$ cat config.mk
export PLATFORM = sky130hd
export DESIGN_NAME = wb_skid_buffer
export DESIGN_NICKNAME = d
export VERILOG_FILES = /design/src/rtl/wb_skid_buffer.sv
export SDC_FILE = /design/constraint.sdc
export NUM_CORES = 1
export LEC_CHECK = 0
export ABC_AREA = 1
export BUFFER_PORTS_ARGS = -buffer_cell sky130_fd_sc_hd__buf_4
export CORE_MARGIN = 3
export CORE_UTILIZATION = 53
export DETAILED_ROUTE_END_ITERATION = 6
export GPL_TIMING_DRIVEN = 0
export MAX_ROUTING_LAYER = met4
export PLACE_DENSITY = 0.84
export SKIP_CTS_REPAIR_TIMING = 1
export SKIP_LAST_GASP = 1
export SLEW_MARGIN = 20
export SYNTH_ARGS = -nofsm -noshare
export SYNTH_HDL_FRONTEND = slang
export SYNTH_SLANG_ARGS = --single-unit
$ cat constraint.sdc
create_clock -name clk -period 1.6 [get_ports clk]
set_input_delay 0.08 -clock clk [delete_from_list [all_inputs] [get_ports clk]]
set_output_delay 0.08 -clock clk [all_outputs]
set_load 0.02 [all_outputs]
$ cat src/rtl/wb_skid_buffer.sv
// Purpose : two-entry valid/ready skid buffer registering the select-mux result ahead of writeback.
// Latency : one cycle from accept to out_valid/out_data.
// Backpres: absorbs two beats with out_ready low; in_ready comes from registered state only.
//
// Ports:
//   clk, rst_n          - rising-edge clock, synchronous active-low reset
//   flush               - synchronous discard of all held beats (branch redirect)
//   in_valid/in_ready   - upstream handshake, in_data carries the beat
//   out_valid/out_ready - downstream handshake, out_data carries the head beat
//   occupancy           - number of held beats (0, 1 or 2)
//
// Build option: WB_SKID_ISOLATE_EN forces out_data to zero while out_valid is low,
// so the writeback logic does not toggle on stale data.
module wb_skid_buffer #(
    parameter int WIDTH = 16
) (
    input  logic             clk,
    input  logic             rst_n,
    input  logic             flush,
    input  logic             in_valid,
    output logic             in_ready,
    input  logic [WIDTH-1:0] in_data,
    output logic             out_valid,
    input  logic             out_ready,
    output logic [WIDTH-1:0] out_data,
    output logic [1:0]       occupancy
);

    typedef enum logic [1:0] {
        EMPTY = 2'd0,
        ONE   = 2'd1,
        TWO   = 2'd2
    } state_t;

    state_t           state;
    logic [WIDTH-1:0] main_q;
    logic [WIDTH-1:0] skid_q;
    logic             accept;
    logic             drain;

    // Both handshakes are built from registered outputs, so out_ready never
    // reaches in_ready and in_valid never reaches out_valid combinationally.
    assign accept = in_valid && in_ready;
    assign drain  = out_valid && out_ready;

    // in_ready, out_valid and occupancy are flops updated alongside state so
    // they always match it.
    always_ff @(posedge clk) begin
        if (!rst_n) begin
            state     <= EMPTY;
            main_q    <= '0;
            skid_q    <= '0;
            in_ready  <= 1'b1;
            out_valid <= 1'b0;
            occupancy <= 2'd0;
        end else if (flush) begin
            // A drain this cycle still completes downstream; an accept is dropped.
            // Data registers keep their contents, only the state empties.
            state     <= EMPTY;
            in_ready  <= 1'b1;
            out_valid <= 1'b0;
            occupancy <= 2'd0;
        end else begin
            case (state)
                EMPTY: begin
                    if (accept) begin
                        main_q    <= in_data;
                        state     <= ONE;
                        out_valid <= 1'b1;
                        occupancy <= 2'd1;
                    end
                end
                ONE: begin
                    if (accept && drain) begin
                        // Pass-through at full rate: head replaced in place.
                        main_q <= in_data;
                    end else if (accept) begin
                        skid_q    <= in_data;
                        state     <= TWO;
                        in_ready  <= 1'b0;
                        occupancy <= 2'd2;
                    end else if (drain) begin
                        state     <= EMPTY;
                        out_valid <= 1'b0;
                        occupancy <= 2'd0;
                    end
                end
                TWO: begin
                    // in_ready is low here, so only a drain can happen.
                    if (drain) begin
                        main_q    <= skid_q;
                        state     <= ONE;
                        in_ready  <= 1'b1;
                        occupancy <= 2'd1;
                    end
                end
                default: begin
                    state     <= EMPTY;
                    in_ready  <= 1'b1;
                    out_valid <= 1'b0;
                    occupancy <= 2'd0;
                end
            endcase
        end
    end

`ifdef WB_SKID_ISOLATE_EN
    assign out_data = out_valid ? main_q : '0;
`else
    assign out_data = main_q;
`endif

endmodule

==> metrics <==
Psw=around 0.00053 W; Core Region=0.00315 mm2; Fmax achieved=676 MHz; Wirelength per Cell=between 10 and 15 um; hold_ws=roughly 0.014 ns; Via density=between 4 and 5; area share of the largest cell type after synthesis=0.402; row count=20; total global-route track usage=0.213; Worst Hold Class=in2reg; max_slew headroom=0.694; final non-filler cell total=between 300 and 400; Avg Cell Area, Syn=6.60 um2; Synth top cells by count=nand2_1 (91), nor2_1 (38), dfxtp_1 (36), nand3_1 (32), a21oi_1 (22); Layout Nets=340; CP Capture Type=flip-flop; H-tree depth=2; Synthesis Warnings=0; count leader, synth=nand2_1; Net Sw Frac=0.283; Final setup viols=0; DR iter-0 viols=74; FFs w/ async S/R, synth=0; share of power burned in registers=0.512; WP data required=~1.9 ns; max-cap viol count=0; Tightest Pin Transition=roughly 0.46 ns; Synth area leaders=dfxtp_1 (40%), nand2_1 (19%), nand3_1 (8.9%), nor2_1 (7.9%), a21oi_1 (6.1%); Placed Cells=around 360; first-pass GRT wire length=a little under 7 mm; DP Wirelength=a little under 3 mm; post-synthesis sequential area ratio=0.402; Die Ht=about 64 um; DRT antenna net count=0; final hold vios=0; CTS tree=yes; critical path class=reg2reg; GR Overflow Total=0; Worst-Skew Late Latency=between 0.3 and 0.4 ns; family with the most delay on the worst path=simple AND/OR/NAND/NOR gates; number of global-route vias before repair=1594; Chip Width=around 64 um; CP Max Fanout=10; Final GP Congestion=just under 0.9; Leak=~1.1 nW; IO buf count=39; layout cells sized above 1=0.232; Post-DP Area=0.00214 mm2; Root Driver=clkbuf_4; Most used DFF post-synth=dfxtp_1; critical path startpoint category=flip-flop; largest net degree at the start of global routing=11; Mapped Area=approximately 0.0018 mm2; post-layout min period=1.48 ns; Final Skew=roughly 0.014 ns; Synth area leader=dfxtp_1; CP max-delay cell=dfxtp_1; Post-synth EDFFs=0; pwr/cell area=849 mW/mm2; Slew Viols, Final=0; VDD IR max=~0.56 mV; syn nets=293; Tcrit/Tclk final=0.924; Design Area, Final=around 0.0022 mm2; Gate power share=0.202; die area=around 0.004 mm2; FF+latch count, synth=36; crit-path cells=buf_6 > inv_2 > nor2_4 > buf_4 > nand2_1 > nand2_1 > inv_1 > nand3_1 > nand2_1 > nor2_1; Remaining DRCs=0; Int Pwr=around 0.0013 W; Util after Layout=0.704; Clock power frac=0.286; Area growth syn-to-layout=23.7%; clock sinks=36; Num CTS Buffers=5; Worst path max stage delay=0.37 ns; Inserted Diodes=0; Pre-antenna DRT Iters=4; Layout fillers=310; RSZ-0062 raised after global routing=yes; Hold Startpoint=in_data[2]; Initial Util=0.569; maximum clock path buffer count=2; IO Pins=41; wirelength, routed=~4.0 mm; initial antenna violation count=0; Worst-path clk slew=roughly 0.11 ns; Most common cell on crit path=nand2_1; Mapped Cells=between 200 and 300; vias post-DR=between 1500 and 2000; Worst Path Arrival=approximately 1.8 ns; WP buf/inv=4; number of distinct library cells after synthesis=20; status=complete, no violations; Setup crit start=state[1]; setup_tns=0 ns; Crit Reg-Reg Startpoint=state[1]
-- metal layers --
| layer | track usage | share of wire | vias to the layer above |
|---|---|---|---|
| met4 | 0.0739 | 0.017 | 0 |
| met2 | 0.345 | 0.48 | 59 |
| met3 | 0.0562 | 0.052 | 8 |
| met5 | - | 0 | - |
| li1 | - | - | 933 |
| met1 | 0.256 | 0.45 | 770 |
-- power groups by stage --
stage	sequential, W	clock (W)	combinational, W
6_report	0.000964	0.000539	0.000380
5_1_grt	0.000971	0.000589	0.000419
4_1_cts	0.000964	0.000544	0.000379
3_5_place_dp	0.000985	0	0.000377
3_3_place_gp	0.000983	0	0.000371
2_1_floorplan	0.00103	0	0.000190
-- kinds of logic after synthesis --
| group | Yosys count | share of synthesized area |
|---|---|---|
| compound gates | 25 | 0.0760 |
| flops | 36 | 0.402 |
| buf+inv | 38 | 0.104 |
| simple gates | 173 | 0.418 |
-- sequential cells by signal, summed over array words and instances, names as in the netlist --
register / cells
out_data: 16
skid_q: 16
state: 2
in_ready: 1
out_valid: 1
-- final timing paths --
kind                 endpoint  slack [ns]  cells after the start
setup / recovery  out_data[2]        0.12                     10
hold / removal      skid_q[2]        0.01                      3
setup reg to reg  out_data[2]        0.12                     10
hold reg to reg     skid_q[3]        0.47                      2
-- metrics by stage --
step / total power, W / setup WS, ns
after floorplan: 0.00122 / 0.187
final: 0.00188 / 0.122
after CTS: 0.00189 / 0.0712
after global routing: 0.00198 / -0.00595
after detailed placement: 0.00136 / 0.119
after global placement: 0.00135 / 0.137
-- cell usage in the layout (no fill, tap or decap), types with 2 or more instances in the layout --
cell      count
clkbuf_4      5
inv_1        21
nor2_4        5
nand3_2       2
nor2_1       38
inv_2         3
a21oi_1      22
nand2_1      90
nand3_1      32
clkbuf_8      2
dfxtp_1      36
buf_6         4
nand2_2       4
buf_4        43
o21ai_0       2
buf_2         4
-- layout make-up --
cell class | count | area, um2 | area share
multi-input combinational | 198 | 890 | 0.401
sequential | 36 | 721 | 0.325
timing repair buffer | 40 | 300 | 0.135
buffer | 13 | 95.1 | 0.0428
inverter | 25 | 93.8 | 0.0423
clock buffer | 7 | 65.1 | 0.0293
tap | 44 | 55.1 | 0.0248
-- worst reg2reg max path, stage by stage (launching register included) --
cell and delay [ns]:
dfxtp_1 0.37, buf_6 0.15, inv_2 0.06, nor2_4 0.21
buf_4 0.23, nand2_1 0.07, nand2_1 0.07, inv_1 0.04
nand3_1 0.07, nand2_1 0.05, nor2_1 0.09
Power figures use the tool's default switching activity.
